### config.mk
export PLATFORM = sky130hd
export DESIGN_NAME = rvm_axi_gpio
export DESIGN_NICKNAME = d
export VERILOG_FILES = /design/src/rtl/rvm_gpio_pkg.sv /design/src/rtl/rvm_gpio_debounce.sv /design/src/rtl/rvm_axi_gpio.sv
export SDC_FILE = /design/constraint.sdc
export NUM_CORES = 1
export LEC_CHECK = 0
export BUFFER_PORTS_ARGS = -buffer_cell sky130_fd_sc_hd__buf_2
export CORE_ASPECT_RATIO = 0.9
export CORE_UTILIZATION = 40
export CTS_CLUSTER_DIAMETER = 50
export CTS_CLUSTER_SIZE = 14
export DETAILED_ROUTE_END_ITERATION = 8
export PLACE_DENSITY = 0.62
export SLEW_MARGIN = 10
export SYNTH_ARGS = -nofsm -noshare
export SYNTH_HDL_FRONTEND = slang
export SYNTH_SLANG_ARGS = --single-unit
### constraint.sdc
create_clock -name ACLK -period 2.7 [get_ports ACLK]
set_clock_uncertainty 0.05 [all_clocks]
set_input_delay 0.135 -clock ACLK [delete_from_list [all_inputs] [get_ports ACLK]]
set_output_delay 0.135 -clock ACLK [all_outputs]
set_load 0.05 [all_outputs]
### src/rtl/rvm_gpio_pkg.sv
// Shared constants, FSM encodings and helper functions for the rvm_axi_gpio peripheral.
package rvm_gpio_pkg;

  localparam logic [11:0] OFF_LED     = 12'h000;
  localparam logic [11:0] OFF_RGB     = 12'h004;
  localparam logic [11:0] OFF_SW      = 12'h008;
  localparam logic [11:0] OFF_BTN     = 12'h00C;
  localparam logic [11:0] OFF_SCRATCH = 12'h010;

  localparam logic [1:0] RESP_OKAY   = 2'b00;
  localparam logic [1:0] RESP_DECERR = 2'b11;

  localparam logic [1:0] BURST_FIXED = 2'b00;
  localparam logic [1:0] BURST_INCR  = 2'b01;

  typedef enum logic [1:0] {
    W_IDLE = 2'd0,
    W_DATA = 2'd1,
    W_RESP = 2'd2
  } wr_state_t;

  typedef enum logic {
    R_IDLE = 1'b0,
    R_DATA = 1'b1
  } rd_state_t;

  // FIXED holds the offset; every other encoding advances one word, wrapping in 12 bits.
  function automatic logic [11:0] next_offset(input logic [11:0] off, input logic [1:0] burst);
    logic [11:0] nxt;
    if (burst == BURST_FIXED) begin
      nxt = off;
    end else begin
      nxt = off + 12'd4;
    end
    return nxt;
  endfunction

  function automatic logic is_mapped(input logic [11:0] off);
    logic hit;
    case ({off[11:2], 2'b00})
      OFF_LED, OFF_RGB, OFF_SW, OFF_BTN, OFF_SCRATCH: hit = 1'b1;
      default: hit = 1'b0;
    endcase
    return hit;
  endfunction

  function automatic logic [31:0] apply_strb(input logic [31:0] cur, input logic [31:0] data,
                                             input logic [3:0] strb);
    logic [31:0] res;
    res = cur;
    for (int i = 0; i < 4; i++) begin
      if (strb[i]) begin
        res[8*i +: 8] = data[8*i +: 8];
      end else begin
        res[8*i +: 8] = cur[8*i +: 8];
      end
    end
    return res;
  endfunction

endpackage

### src/rtl/rvm_gpio_debounce.sv
// Single-bit 2-flop synchronizer with an optional consecutive-cycle debounce stage.
module rvm_gpio_debounce
  import rvm_gpio_pkg::*;
#(
  parameter bit          DEBOUNCE_EN     = 1'b0,
  parameter logic [19:0] DEBOUNCE_CYCLES = 20'd100000
) (
  input  logic clk,
  input  logic rst_n,
  input  logic din,
  output logic dout
);

  logic [1:0] sync_r;

  // Two-stage synchronizer for the asynchronous board input.
  always_ff @(posedge clk or negedge rst_n) begin
    if (!rst_n) begin
      sync_r <= 2'b00;
    end else begin
      sync_r <= {sync_r[0], din};
    end
  end

  generate
    if (DEBOUNCE_EN) begin : g_deb
      logic [19:0] cnt_r;
      logic        state_r;

      // Commit a new level only after it has differed for DEBOUNCE_CYCLES cycles in a row.
      always_ff @(posedge clk or negedge rst_n) begin
        if (!rst_n) begin
          cnt_r   <= 20'd0;
          state_r <= 1'b0;
        end else if (sync_r[1] != state_r) begin
          if (cnt_r >= DEBOUNCE_CYCLES - 20'd1) begin
            state_r <= sync_r[1];
            cnt_r   <= 20'd0;
          end else begin
            cnt_r <= cnt_r + 20'd1;
          end
        end else begin
          cnt_r <= 20'd0;
        end
      end

      assign dout = state_r;
    end else begin : g_raw
      assign dout = sync_r[1];
    end
  endgenerate

endmodule

### src/rtl/rvm_axi_gpio.sv
// AXI4 slave GPIO block: LED/RGB/SCRATCH registers, synchronized switches and buttons.
// Optional button debounce is enabled by defining RVM_GPIO_DEBOUNCE_EN.
module rvm_axi_gpio
  import rvm_gpio_pkg::*;
#(
  parameter logic [31:0] SCRATCH_RST     = 32'h0000_0000,
  parameter logic [19:0] DEBOUNCE_CYCLES = 20'd100000
) (
  input  logic        ACLK,
  input  logic        ARESETn,
  input  logic        AWID,
  input  logic [11:0] AWADDR,
  input  logic [7:0]  AWLEN,
  input  logic [1:0]  AWBURST,
  input  logic        AWVALID,
  output logic        AWREADY,
  input  logic [31:0] WDATA,
  input  logic [3:0]  WSTRB,
  input  logic        WLAST,
  input  logic        WVALID,
  output logic        WREADY,
  output logic        BID,
  output logic [1:0]  BRESP,
  output logic        BVALID,
  input  logic        BREADY,
  input  logic        ARID,
  input  logic [11:0] ARADDR,
  input  logic [7:0]  ARLEN,
  input  logic [1:0]  ARBURST,
  input  logic        ARVALID,
  output logic        ARREADY,
  output logic        RID,
  output logic [31:0] RDATA,
  output logic [1:0]  RRESP,
  output logic        RLAST,
  output logic        RVALID,
  input  logic        RREADY,
  input  logic [3:0]  sw,
  input  logic [3:0]  btn,
  output logic [2:0]  led,
  output logic [2:0]  rgb0,
  output logic [2:0]  rgb1,
  output logic [2:0]  rgb2,
  output logic [2:0]  rgb3
);

`ifdef RVM_GPIO_DEBOUNCE_EN
  localparam bit BTN_DEB_EN = 1'b1;
`else
  localparam bit BTN_DEB_EN = 1'b0;
`endif

  wr_state_t   w_state_r;
  rd_state_t   r_state_r;
  logic [11:0] waddr_r;
  logic [1:0]  wburst_r;
  logic        werr_r;
  logic [11:0] raddr_r;
  logic [1:0]  rburst_r;
  logic [7:0]  rcnt_r;
  logic [2:0]  led_r;
  logic [11:0] rgb_r;
  logic [31:0] scratch_r;
  logic [3:0]  sw_s;
  logic [3:0]  btn_s;
  logic [11:0] wword_s;
  logic        wr_en_s;
  logic [31:0] cur_s;
  logic [31:0] merged_s;
  logic [11:0] rd_addr_s;
  logic [31:0] rd_data_s;
  logic [1:0]  rd_resp_s;
  logic        unused_s;

  genvar gi;
  generate
    for (gi = 0; gi < 4; gi++) begin : g_in
      rvm_gpio_debounce #(.DEBOUNCE_EN(1'b0), .DEBOUNCE_CYCLES(DEBOUNCE_CYCLES)) u_sw (
        .clk(ACLK), .rst_n(ARESETn), .din(sw[gi]), .dout(sw_s[gi])
      );
      rvm_gpio_debounce #(.DEBOUNCE_EN(BTN_DEB_EN), .DEBOUNCE_CYCLES(DEBOUNCE_CYCLES)) u_btn (
        .clk(ACLK), .rst_n(ARESETn), .din(btn[gi]), .dout(btn_s[gi])
      );
    end
  endgenerate

  // Burst length is not tracked: WLAST alone ends a write burst.
  assign unused_s = ^{AWLEN, waddr_r[1:0], rd_addr_s[1:0]};

  assign wword_s = {waddr_r[11:2], 2'b00};
  assign wr_en_s = (w_state_r == W_DATA) && WVALID && WREADY;

  // Byte-merge the incoming beat with the currently addressed register.
  always_comb begin
    cur_s = 32'h0000_0000;
    case (wword_s)
      OFF_LED:     cur_s = {29'h0, led_r};
      OFF_RGB:     cur_s = {20'h0, rgb_r};
      OFF_SCRATCH: cur_s = scratch_r;
      default:     cur_s = 32'h0000_0000;
    endcase
    merged_s = apply_strb(cur_s, WDATA, WSTRB);
  end

  // Write channel FSM with registered handshake and response outputs.
  always_ff @(posedge ACLK or negedge ARESETn) begin
    if (!ARESETn) begin
      w_state_r <= W_IDLE;
      AWREADY   <= 1'b0;
      WREADY    <= 1'b0;
      BVALID    <= 1'b0;
      BRESP     <= RESP_OKAY;
      BID       <= 1'b0;
      waddr_r   <= 12'h000;
      wburst_r  <= BURST_INCR;
      werr_r    <= 1'b0;
    end else begin
      case (w_state_r)
        W_IDLE: begin
          if (AWVALID && AWREADY) begin
            BID       <= AWID;
            waddr_r   <= AWADDR;
            wburst_r  <= AWBURST;
            werr_r    <= 1'b0;
            AWREADY   <= 1'b0;
            WREADY    <= 1'b1;
            w_state_r <= W_DATA;
          end else begin
            AWREADY <= 1'b1;
          end
        end
        W_DATA: begin
          if (WVALID) begin
            waddr_r <= next_offset(waddr_r, wburst_r);
            werr_r  <= werr_r | ~is_mapped(waddr_r);
            if (WLAST) begin
              WREADY    <= 1'b0;
              BVALID    <= 1'b1;
              BRESP     <= (werr_r | ~is_mapped(waddr_r)) ? RESP_DECERR : RESP_OKAY;
              w_state_r <= W_RESP;
            end else begin
              WREADY <= 1'b1;
            end
          end else begin
            WREADY <= 1'b1;
          end
        end
        W_RESP: begin
          if (BREADY) begin
            BVALID    <= 1'b0;
            BRESP     <= RESP_OKAY;
            AWREADY   <= 1'b1;
            w_state_r <= W_IDLE;
          end else begin
            BVALID <= 1'b1;
          end
        end
        default: begin
          AWREADY   <= 1'b0;
          WREADY    <= 1'b0;
          BVALID    <= 1'b0;
          w_state_r <= W_IDLE;
        end
      endcase
    end
  end

  // Writable registers; beats to SW/BTN or unmapped offsets leave them untouched.
  always_ff @(posedge ACLK or negedge ARESETn) begin
    if (!ARESETn) begin
      led_r     <= 3'b000;
      rgb_r     <= 12'h000;
      scratch_r <= SCRATCH_RST;
    end else if (wr_en_s) begin
      case (wword_s)
        OFF_LED:     led_r     <= merged_s[2:0];
        OFF_RGB:     rgb_r     <= merged_s[11:0];
        OFF_SCRATCH: scratch_r <= merged_s;
        default:     scratch_r <= scratch_r;
      endcase
    end else begin
      scratch_r <= scratch_r;
    end
  end

  // Read mux: first beat decodes ARADDR, later beats decode the advanced offset.
  always_comb begin
    if (r_state_r == R_IDLE) begin
      rd_addr_s = ARADDR;
    end else begin
      rd_addr_s = next_offset(raddr_r, rburst_r);
    end
    rd_data_s = 32'h0000_0000;
    rd_resp_s = RESP_OKAY;
    case ({rd_addr_s[11:2], 2'b00})
      OFF_LED:     rd_data_s = {29'h0, led_r};
      OFF_RGB:     rd_data_s = {20'h0, rgb_r};
      OFF_SW:      rd_data_s = {28'h0, sw_s};
      OFF_BTN:     rd_data_s = {28'h0, btn_s};
      OFF_SCRATCH: rd_data_s = scratch_r;
      default:     rd_resp_s = RESP_DECERR;
    endcase
  end

  // Read channel FSM; beat outputs are only reloaded on a handshake, so stalls hold them.
  always_ff @(posedge ACLK or negedge ARESETn) begin
    if (!ARESETn) begin
      r_state_r <= R_IDLE;
      ARREADY   <= 1'b0;
      RVALID    <= 1'b0;
      RDATA     <= 32'h0000_0000;
      RRESP     <= RESP_OKAY;
      RLAST     <= 1'b0;
      RID       <= 1'b0;
      raddr_r   <= 12'h000;
      rburst_r  <= BURST_INCR;
      rcnt_r    <= 8'd0;
    end else begin
      case (r_state_r)
        R_IDLE: begin
          if (ARVALID && ARREADY) begin
            RID       <= ARID;
            raddr_r   <= ARADDR;
            rburst_r  <= ARBURST;
            rcnt_r    <= ARLEN;
            ARREADY   <= 1'b0;
            RVALID    <= 1'b1;
            RDATA     <= rd_data_s;
            RRESP     <= rd_resp_s;
            RLAST     <= (ARLEN == 8'd0);
            r_state_r <= R_DATA;
          end else begin
            ARREADY <= 1'b1;
          end
        end
        R_DATA: begin
          if (RREADY && RLAST) begin
            RVALID    <= 1'b0;
            RLAST     <= 1'b0;
            ARREADY   <= 1'b1;
            r_state_r <= R_IDLE;
          end else if (RREADY) begin
            raddr_r <= rd_addr_s;
            rcnt_r  <= rcnt_r - 8'd1;
            RDATA   <= rd_data_s;
            RRESP   <= rd_resp_s;
            RLAST   <= (rcnt_r == 8'd1);
          end else begin
            RVALID <= 1'b1;
          end
        end
        default: begin
          ARREADY   <= 1'b0;
          RVALID    <= 1'b0;
          RLAST     <= 1'b0;
          r_state_r <= R_IDLE;
        end
      endcase
    end
  end

  assign led  = led_r;
  assign rgb0 = rgb_r[2:0];
  assign rgb1 = rgb_r[5:3];
  assign rgb2 = rgb_r[8:6];
  assign rgb3 = rgb_r[11:9];

endmodule

==> impl_metrics.ini <==
[critical_path]
crit_chain = o2111ai_2, nor4_1, a211oi_1, nor4_2, nand3_2, o31ai_1
cpPeakStageDelay_ps = 600
cp-end-kind = flop
crit_slowest_cell = dfstp_2
path_max_fanout = 9
worstPathRequired_ps = 2970
cp.arrival_ps = 2780
crit_type = flop to flop
worstSetupStartpointType = flop

[floorplanning]
initial_core_util_pct = 41.6
pin_count = 157
die_area_mm2 = 0.0175
die_y_um = 126
dieWidth_um = 139
core-area_mm2 = 0.0164
rows = 44

[synthesis]
synth-edff-count = 0
synthArstFlopShare_pct = 100
yosys.cell_types.count = 60
post-synth-top-area-cell = dfrtp_1
yosysSeqAreaShare_pct = 51.9
synth_area_leaders = dfrtp_1 (51%), mux2_4 (5.7%), nand2_1 (5.1%), mux2_2 (3.6%), o21ai_0 (2.7%)
ys_warn_count = 0
syn_avg_cell_area_um2 = 10.5
netlist_area_mm2 = 0.00680
netlist_instances = 647
ys.flop_type = dfrtp_1
yosysTopAreaCellShare_pct = 51.1
syn_nets = 755
ys_ff_latch = 141

[clocking]
worstSkewPairLatency_ps = 420
clk_pin_slew_ps = 60
cts.path.max_buffers = 2
ctsHoldBuffers = 55
h-tree-depth = 4
cts.sinks = 141
cts_buffers = 17
cts_root_buf = clkbuf_16
cts_tree = done
postCtsSetupRepairBufs = 0
cts.repair.resized = 0

[placed_design]
hpwl_um = 12000
port_buffers = 144
finalWeightedCongestion = 0.869

[flow_run]
cap_violations = 0

[drt]
route.detailed.drc = 0
vias = 5681
routedWlPerCell_um = 16.4
wl_um = 17500
firstDrtPassIters = 5
vias_per_cell = 5.32
drt_iter0_drc = 408
ant_nets = 0

[global_route]
grt_use_total_pct = 20.6
grt_max_degree = 49
grt_pass1_wl_um = 28300
grt_pass1_vias = 5598
antenna_found_initial = 1
overflow = 0

[power]
vdd_drop_max_v = 0.000622
p_leak_nw = 4.25
p_per_area_mw_per_mm2 = 903

[run_status]
status = finished clean

[sta]
worstMarginPinSlew_ps = 589
max_freq_ghz = 0.399
hold_viol = 0
drv_slew = 0
period_minus_slack_ps = 2510
slew_headroom_pct = 60.5
finalSetupViolCount = 0
rsz0062_at_grt = no
period_share_pct = 92.9
setup-tns-final_ps = 0

[layout]
fin_nets = 955
diodes = 0
fin_util_pct = 54.7
area_growth_pct = 31.6
drive_above_1_share_pct = 30.8

[hold_path]
hold_class = input port to flop
==> cell usage in the layout, fill, tap and decap left out, drive strengths merged, types with 21 or more instances in the layout <==
cell type and n:
a21oi 34, a22oi 21, buf 164, dfrtp 139, dlygate4sd3 55, mux2 53, nand2 96, nand3 23
nor2 25, o21ai 70
==> worst max-delay path, delay by kind of cell (launching register included) <==
kind	cells	cell delay, ps
AO/OA/AOI/OAI	3	630
flip-flops	1	600
AND/OR/NAND/NOR	3	1140
==> routing by layer <==
layer	part of all wire [%]	wire length (um)	vias to the layer above	track usage, %
met2	49	8600	177	35.1
met4	0.78	136	0	5.29
li1	-	-	2734	-
met1	44	7730	2758	25.5
met5	0	0	-	0
met3	6.0	1040	12	5.97
==> final timing paths <==
path | start | end | slack, ps | depth (start not counted)
min reg2reg | g_in[3].u_sw.sync_r[0]$_DFF_PN0_ | g_in[3].u_sw.sync_r[1]$_DFF_PN0_ | 300 | 0
max reg2reg | rburst_r[0]$_DFFE_PN1P_ | RDATA[10]$_DFFE_PN0P_ | 190 | 6
min in group asynchronous | ARESETn | rcnt_r[7]$_DFFE_PN0P_ | 120 | 2
max | rburst_r[0]$_DFFE_PN1P_ | RDATA[10]$_DFFE_PN0P_ | 190 | 6
max in group asynchronous | ARESETn | wburst_r[0]$_DFFE_PN1P_ | 1730 | 3
min | ARLEN[1] | rcnt_r[1]$_DFFE_PN0P_ | 30 | 5
==> per-stage QoR <==
stage | hold WS, ps | cells | setup slack, ps | area (um^2) | power [mW]
5_1_grt | 28.4 | 1067 | 31.4 | 8950 | 8.56
2_1_floorplan | -211 | 647 | 460 | 6800 | 4.84
6_report | 31.5 | 1067 | 191 | 8950 | 8.08
3_5_place_dp | -5.91 | 980 | 280 | 7800 | 5.68
4_1_cts | 12.7 | 1067 | 210 | 8950 | 8.13
3_3_place_gp | -11.2 | 980 | 302 | 7800 | 5.57
==> power by group <==
part           total [mW]  internal, mW  switching, mW
Combinational        2.86          1.08           1.79
Sequential           2.86          2.46          0.404
Clock                2.36          1.40          0.954
Total                8.08          4.94           3.14
==> final cells by class <==
class / count / area, um^2
inverters: 10 / 37.5
multi-input cells: 458 / 3050
clock buffers: 18 / 439
repair buffers: 219 / 1480
well taps: 207 / 259
fillers: 1438 / 7400
clock inverters: 14 / 159
flip-flops and latches: 141 / 3530
==> synth_stat cells (all sizes together) (2+ instances only) <==
cell type  instances
nand3             23
o2111ai            2
nor2b              3
and2               6
nor4               5
or3                5
o22ai             15
o21ai             70
o31ai             15
dfrtp            139
nor3              12
nand2             96
o22a               2
mux2              53
xor2               4
o211ai             2
a22oi             21
buf               17
a21oi             34
mux2i             11
or4                3
a31o               3
a31oi              6
a22o               3
clkbuf            21
ha                10
inv               10
dfstp              2
nor3b              3
o21a               2
a211oi             4
and3              12
nor2              25
==> sequential cells by signal, indices dropped and copies added (netlist names), 2 cells and up <==
register / count
RDATA: 32
g_in.u_btn.sync_r: 8
g_in.u_sw.sync_r: 8
led: 3
raddr_r: 10
rburst_r: 2
rcnt_r: 8
rgb_r: 12
scratch_r: 32
w_state_r: 2
waddr_r: 10
wburst_r: 2
==> logic make-up after synthesis <==
group	share of synthesized area [%]
AO/OA/AOI/OAI	16.3
XOR/XNOR	0.515
adder cells (fa/ha/maj)	1.84
buffers and inverters	3.46
flip-flops	51.9
multiplexers	11.8
AND/OR/NAND/NOR	14.2
(Power assumes the default switching activity.)
